[config.mk]
export PLATFORM = sky130hd
export DESIGN_NAME = pwm_stream_decoder
export DESIGN_NICKNAME = d
export VERILOG_FILES = /design/src/rtl/pwm_stream_decoder.sv
export SDC_FILE = /design/constraint.sdc
export NUM_CORES = 1
export LEC_CHECK = 0
export CAP_MARGIN = 20
export CORE_ASPECT_RATIO = 0.9
export CORE_MARGIN = 4
export CORE_UTILIZATION = 32
export DETAILED_ROUTE_END_ITERATION = 10
export PLACE_DENSITY = 0.56
export SYNTH_ARGS = -nofsm -noshare
export SYNTH_HDL_FRONTEND = slang
export SYNTH_SLANG_ARGS = --single-unit
[constraint.sdc]
create_clock -name clk -period 3.6 [get_ports clk]
set_clock_uncertainty 0.1 [all_clocks]
set_input_delay 0.9 -clock clk [delete_from_list [all_inputs] [get_ports clk]]
set_output_delay 0.9 -clock clk [all_outputs]
set_load 0.05 [all_outputs]
[src/rtl/pwm_stream_decoder.sv]
// Recovers the word behind a 1-bit duty-cycle stream by counting high samples
// over 2**CNT_W-cycle windows aligned to the stream's rising edge.
// Optional two-window rounding average: define PWM_DEC_AVG2_EN.
module pwm_stream_decoder #(
  parameter int DATA_W = 32,
  parameter int CNT_W  = 8
) (
  input  logic              clk,
  input  logic              rst_n,
  input  logic              en,
  input  logic              A_in,
  output logic [DATA_W-1:0] O_data,
  output logic              O_valid,
  output logic              O_locked,
  output logic [1:0]        dbg_state_o
);

  localparam logic [1:0] ST_IDLE  = 2'd0;
  localparam logic [1:0] ST_ARM   = 2'd1;
  localparam logic [1:0] ST_COUNT = 2'd2;

  localparam logic [CNT_W-1:0] WIN_LAST = '1;

  logic              sync1_q, s_q, s_d_q;
  logic [1:0]        state_q, state_d;
  logic [CNT_W-1:0]  win_q, win_d;
  logic [CNT_W:0]    ones_q, ones_d;
  logic              rise0_q, rise0_d;
  logic              tog_q, tog_d;
  logic [DATA_W-1:0] data_q, data_d;
  logic              valid_q, valid_d;
  logic              locked_q, locked_d;

  logic              rise, edge_seen;
  logic [CNT_W:0]    ones_sum, pub_val;

`ifdef PWM_DEC_AVG2_EN
  logic [CNT_W:0]    prev_q, prev_d;
  logic              have_prev_q, have_prev_d;
  logic [CNT_W+1:0]  avg_sum;
`endif

  assign rise      = s_q & ~s_d_q;
  assign edge_seen = s_q ^ s_d_q;
  assign ones_sum  = ones_q + {{CNT_W{1'b0}}, s_q};

`ifdef PWM_DEC_AVG2_EN
  assign avg_sum = {1'b0, ones_sum} + {1'b0, prev_q} + {{(CNT_W+1){1'b0}}, 1'b1};
  assign pub_val = have_prev_q ? avg_sum[CNT_W+1:1] : ones_sum;
`else
  assign pub_val = ones_sum;
`endif

  // rise0 records a rising edge on sample 0; tog records any edge on samples
  // 1..WINDOW-1. Together they decide lock / re-arm at each window boundary.
  always_comb begin
    state_d  = state_q;
    win_d    = win_q;
    ones_d   = ones_q;
    rise0_d  = rise0_q;
    tog_d    = tog_q;
    data_d   = data_q;
    valid_d  = 1'b0;
    locked_d = locked_q;
`ifdef PWM_DEC_AVG2_EN
    prev_d      = prev_q;
    have_prev_d = have_prev_q;
`endif
    if (!en) begin
      state_d  = ST_IDLE;
      win_d    = '0;
      ones_d   = '0;
      rise0_d  = 1'b0;
      tog_d    = 1'b0;
      locked_d = 1'b0;
`ifdef PWM_DEC_AVG2_EN
      prev_d      = '0;
      have_prev_d = 1'b0;
`endif
    end else begin
      case (state_q)
        ST_IDLE: state_d = ST_ARM;
        ST_ARM: begin
          if (rise) begin
            state_d  = ST_COUNT;
            locked_d = 1'b1;
            win_d    = {{(CNT_W-1){1'b0}}, 1'b1};
            ones_d   = {{CNT_W{1'b0}}, 1'b1};
            rise0_d  = 1'b1;
            tog_d    = 1'b0;
          end else if (win_q == WIN_LAST) begin
            state_d  = ST_COUNT;
            locked_d = 1'b0;
            win_d    = '0;
            ones_d   = '0;
            rise0_d  = 1'b0;
            tog_d    = 1'b0;
          end else begin
            win_d = win_q + 1'b1;
          end
        end
        ST_COUNT: begin
          if (win_q == WIN_LAST) begin
            valid_d = 1'b1;
            data_d  = DATA_W'(pub_val);
            win_d   = '0;
            ones_d  = '0;
            rise0_d = 1'b0;
            tog_d   = 1'b0;
`ifdef PWM_DEC_AVG2_EN
            prev_d      = ones_sum;
            have_prev_d = 1'b1;
`endif
            if (rise0_q) begin
              locked_d = 1'b1;
            end else if (tog_q | edge_seen) begin
              locked_d = 1'b0;
              state_d  = ST_ARM;
`ifdef PWM_DEC_AVG2_EN
              prev_d      = '0;
              have_prev_d = 1'b0;
`endif
            end else begin
              locked_d = 1'b0;
            end
          end else begin
            win_d  = win_q + 1'b1;
            ones_d = ones_sum;
            if (win_q == '0) rise0_d = rise;
            else             tog_d   = tog_q | edge_seen;
          end
        end
        default: state_d = ST_IDLE;
      endcase
    end
  end

  always_ff @(posedge clk) begin
    if (!rst_n) begin
      sync1_q  <= 1'b0;
      s_q      <= 1'b0;
      s_d_q    <= 1'b0;
      state_q  <= ST_IDLE;
      win_q    <= '0;
      ones_q   <= '0;
      rise0_q  <= 1'b0;
      tog_q    <= 1'b0;
      data_q   <= '0;
      valid_q  <= 1'b0;
      locked_q <= 1'b0;
`ifdef PWM_DEC_AVG2_EN
      prev_q      <= '0;
      have_prev_q <= 1'b0;
`endif
    end else begin
      sync1_q  <= A_in;
      s_q      <= sync1_q;
      s_d_q    <= s_q;
      state_q  <= state_d;
      win_q    <= win_d;
      ones_q   <= ones_d;
      rise0_q  <= rise0_d;
      tog_q    <= tog_d;
      data_q   <= data_d;
      valid_q  <= valid_d;
      locked_q <= locked_d;
`ifdef PWM_DEC_AVG2_EN
      prev_q      <= prev_d;
      have_prev_q <= have_prev_d;
`endif
    end
  end

  assign O_data      = data_q;
  assign O_valid     = valid_q;
  assign O_locked    = locked_q;
  assign dbg_state_o = state_q;

endmodule

After elaboration in Yosys (flattened, before gate mapping)

Cells that the tools add are included.

Word-level logic and storage cells: 63
Output and inout port bits: 36
Register bits: 35
Input port bits: 4

Equal/unequal tests: 9
Add/sub/neg operators: 2
Reductions and logical operators: 11
Muxes and demuxes: 26
Bitwise logic cells: 4

Operators with widths:

| kind                                                 | number |
|---|---|
| 2-to-1 mux 9 bit                                     | 3 |
| one-hot mux 9 bit (2 select lines)                   | 1 |
| 2-to-1 mux 8 bit                                     | 2 |
| one-hot mux 8 bit (2 select lines)                   | 1 |
| AND reduction 3 bit                                  | 5 |
| 2-to-1 mux 1 bit                                     | 10 |
| 2-to-1 mux 2 bit                                     | 5 |
| adder 9 x 1 -> 9 bit                                 | 1 |
| != test 3 bit (second input constant)                | 3 |
| adder 8 x 1 -> 8 bit (second input constant)         | 1 |
| equality test 8 bit (second input constant)          | 1 |
| zero test 8 bit                                      | 1 |
| != test 2 bit (second input constant)                | 3 |
| one-hot mux 1 bit (2 select lines)                   | 3 |
| one-hot mux 2 bit (3 select lines)                   | 1 |
| AND reduction 2 bit                                  | 2 |
| AND reduction 4 bit                                  | 1 |
| equality test 2 x 1 -> 1 bit (second input constant) | 1 |
| equality test 2 bit (second input constant)          | 1 |
| zero test 2 bit                                      | 1 |
| nonzero test 2 bit                                   | 1 |
| AND 1 bit                                            | 1 |
| inverter 1 bit                                       | 1 |
| bitwise OR 1 bit                                     | 1 |
| XOR 1 bit                                            | 1 |

Logic depth before layout (Yosys ltp)

Depth after elaboration: 6
Mapped depth: 7
Depth with buffers taken out: 6

Worst setup path after synthesis

Ideal clock, no wire load.

Path kind: register to register
Start: register state_q[0] (netlist: dbg_state_o[0])
End: register state_q[0] (netlist: dbg_state_o[0])
Required time: 3.430 ns
Buffers on the path: 1
Period minus slack after synthesis: 2.164 ns
Arrival time: 1.993 ns
Path slack: 1.436 ns
Library setup time: 0.070 ns
Stages on the path, launching flop included: 7
Cell sequence: dfxtp_1 > inv_1 > ha_1 > buf_1 > o41a_1 > or4_1 > a21oi_1

Cells in the longest elaborated chain, start to end: 3
Elaborated cells on any way between the ends: 9
Those cells by class: 6 x eq/ne; 1 x mux; 2 x reduce/logical

RTL lines:

| element                                                             | RTL line | source |
|---|---|---|
| start, declared                                                     | 25       | `logic [1:0] state_q, state_d;` |
| start signal, assigned                                              | 159      | `state_q <= state_d;` |
| equality test 2 x 1 -> 1 bit or equality test 2 bit (tied branches) | 81       | `case (state_q)` |
| != test 3 bit (no line) or != test 2 bit (tied branches)            | --       |  |
| AND reduction 4 bit (no line)                                       | --       |  |

Parallel ways exist; a longest one is shown, timed or not.
A chain may end at the register's enable or synchronous reset.

Worst setup path in the final report

Start: input port rst_n
End: register ones_q[6]

Cells in the longest elaborated chain, start to end: 1

RTL lines:

| element                       | RTL line | source |
|---|---|---|
| start, declared               | 9        | `input logic rst_n,` |
| AND reduction 2 bit (no line) | --       |  |
| end signal, assigned          | 161      | `ones_q <= ones_d;` |
| end, declared                 | 27       | `logic [CNT_W:0] ones_q, ones_d;` |

Every way passes these cells.

==> impl_metrics.ini <==
[outcome]
status = completed

[logic_synthesis]
gate_count_of_the_mapped_netlist = 226
ys_async_sr_fraction = 0
synth.area.top_cells = dfxtp_1, buf_4, ha_1
sequential_fraction_of_the_synthesis_area = 0.363
synthDominantAreaCellType = dfxtp_1
synth.ff_latch_count = 35
synth_area_um2 = 1930
synth.top_cell.area_share = 0.363
synth_area_per_cell_um2 = 8.53
synth-edff-count = 0
synth-warning-count = 0
ys_dominant_reg_cell = dfxtp_1
yosys.cell_types.count = 44

[setup_path]
critPathRequiredTime_ns = 3.74
critical_path_class = in -> reg
timing.critical_path.from_type = primary input
worst_setup_end_kind = flop
critPathMaxFanout = 12
cp.arrival_ns = 2.81
regToRegEndpoint = win_q[2]
worst-path-buf-inv = 1
path_delay_family = compound AO/OA/AOI/OAI gates
worstPathCellList = clkdlybuf4s50_1, nand2_1, a21oi_1, a221o_1
worstRegToRegCells = 6
rrSetupSlack_ns = 1.35
worst_r2r_startpoint = dbg_state_o[0]
critPathSlowestCell = clkdlybuf4s50_1
slowest_delay_ns = 0.71

[finish]
area_delta_synth_final_pct = 12.3
fillCellCount = 586
final_layout_size_suffix_gt1_frac = 0.0494
multi_input_area_um2 = 1080
nNetsFinal = 256
diodes = 0
regArea_um2 = 701

[sta]
setup-violations-final = 0
period_share = 0.742
rsz_0062_raised_after_global_routing = false
period_needed_ns = 2.67
finalHoldViolations = 0
fmax_ghz = 0.375
timing_max_transition_violations_final = 0
timing.max_slew.rel_slack = 0.564
setup_tns_ns = 0
tightestPinTransition_ns = 0.651

[grt]
grt.overflow.total = 0
grt_pass1_vias = 1358
grt_antenna_before_repair = 0
grt.busiest_layer = met2
grt_util_met1 = 0.164
grt_pass1_wl_um = 6840
grtUsageTotal = 0.119
grt_use_met2 = 0.173
global_route.usage.met3 = 0.0430
maximum_number_of_pins_on_one_net_before_global_route_repair = 15

[die]
ios = 40
total_die_area_um2 = 7330
design.core.area_um2 = 5760
chip_width_um = 89.8
placementRows = 26
die_h_um = 81.6
starting_density_of_the_core = 0.335

[route]
via_count = 1529
post_detailed_route_count_of_antenna_violating_nets = 0
dr.pass1.iters = 4
drc = 0
detail_route.vias_per_cell = 4.88
routed_wirelength_um = 4170
routed_wire_length_per_instance_um = 13.3
drc_marker_count_from_the_first_detailed_route_iteration = 104

[hold_path]
hold_path.startpoint = sync1_q
worstHoldEndpoint = s_q
timing.hold.worst.class = reg -> reg
whs_path_depth = 1

[clock_network]
cts.root.buffer_cell = clkbuf_8
postCtsHoldBufs = 0
cts.sink_count = 35
tritoncts_clock_tree = yes
clkSlewWorstSetupHoldPaths_ns = 0.07
cts_max_level = 2
cts_resized = 0
postCtsSetupBuffers = 0
clk_path_buf_depth = 2
cts_buffers = 5
clock_latency_ns = 0.29

[placed_design]
dp_hpwl_um = 3070
gp_routability_congestion = 0.785
io_buffers = 16

[power]
p_int_uw = 588
power_per_cell_area_nw_per_um2 = 382
seq_power_share = 0.478
cellLeakagePower_uw = 0.000855
power_frac_clock = 0.384
power_switching_share = 0.289
design_power_total_uw = 828
ir_worst_vdd_v = 0.000167
power_switching_uw = 239
comb_power_frac = 0.138

[job]
cap_viol_max_count = 0
[cell usage in the layout, fill, tap and decap left out, drive strengths merged, types with 9 or more instances in the layout]
cell type,instances
conb,23
inv,9
o21ai,10
ha,10
nor2,18
nand2,17
clkdlybuf4s50,16
a21oi,12
nand3,9
dfxtp,35
[flip-flops by register name (all words and copies together), names as in the netlist]
| signal | cells |
|---|---|
| O_data | 9 |
| ones_q | 9 |
| win_q | 8 |
| dbg_state_o | 2 |
| O_locked | 1 |
| O_valid | 1 |
| rise0_q | 1 |
| s_d_q | 1 |
| s_q | 1 |
| sync1_q | 1 |
| tog_q | 1 |
[worst max path at each step]
stage	slack (ns)	depth (start not counted)	endpoint	start
final	0.93	4	ones_q[6]	rst_n
after global routing	0.83	4	ones_q[6]	rst_n
after CTS	0.94	4	ones_q[6]	rst_n
after detailed placement	0.67	4	ones_q[6]	rst_n
after global placement	0.74	4	ones_q[6]	rst_n
after floorplan	1.44	6	dbg_state_o[0]	dbg_state_o[0]
[metal layers]
metal / vias up / wire length [µm]
li1: 780 / -
met1: 684 / 2070
met2: 59 / 1750
met3: 6 / 299
met4: 0 / 48
met5: - / 0
[synthesized netlist by cell type, drive strengths merged (6+ instances only)]
master  count
nand2      17
clkbuf      6
nand4       6
dfxtp      35
inv         9
o21ai      10
a21oi      12
nand3       9
nor2       18
ha         10
buf        24
[cell families (layout without fill, tap and decap cells)]
logic type,count (synthesis),in the layout,synth area share
and+or+nand+nor,79,79,0.216
AOI/OAI and AO/OA,49,49,0.171
buffers and inverters,39,34,0.121
DFF,35,35,0.363
adders and majority gates,10,10,0.0649
xor gates and xnor gates,9,9,0.0409
muxes,4,4,0.0208
other,1,23,0.00194
[worst reg2reg max path, stage by stage (launching register included)]
cell,delay (ns)
dfxtp_1,0.43
inv_1,0.09
ha_1,0.37
nand2b_1,0.34
a21boi_0,0.18
o21ai_0,0.48
nor2_1,0.11
[power groups by stage]
stage / Sequential, µW / Clock [µW] / Combinational [µW]
3_3_place_gp: 404 / 0 / 113
2_1_floorplan: 409 / 0 / 109
6_report: 395 / 318 / 114
5_1_grt: 396 / 342 / 122
3_5_place_dp: 405 / 0 / 113
4_1_cts: 396 / 324 / 114
[stage by stage]
step / worst slack [ns] / util / instances / hold WS, ns / instance area [µm²]
4_1_cts: 0.944 / 0.376 / 313 / 0.339 / 2170
3_5_place_dp: 0.673 / 0.359 / 305 / 0.323 / 2070
5_1_grt: 0.826 / 0.376 / 313 / 0.358 / 2170
6_report: 0.930 / 0.376 / 313 / 0.337 / 2170
3_3_place_gp: 0.738 / 0.359 / 305 / 0.316 / 2070
2_1_floorplan: 1.44 / - / 248 / 0.312 / 2010
[area by class of cell]
cell class / instances / area share
tap: 70 / 0.0404
inverter: 9 / 0.0156
clock buffer: 8 / 0.0462
multi-input combinational: 174 / 0.497
sequential: 35 / 0.324
timing repair buffer: 17 / 0.0774
No activity file was read; power rests on OpenSTA's default activity.
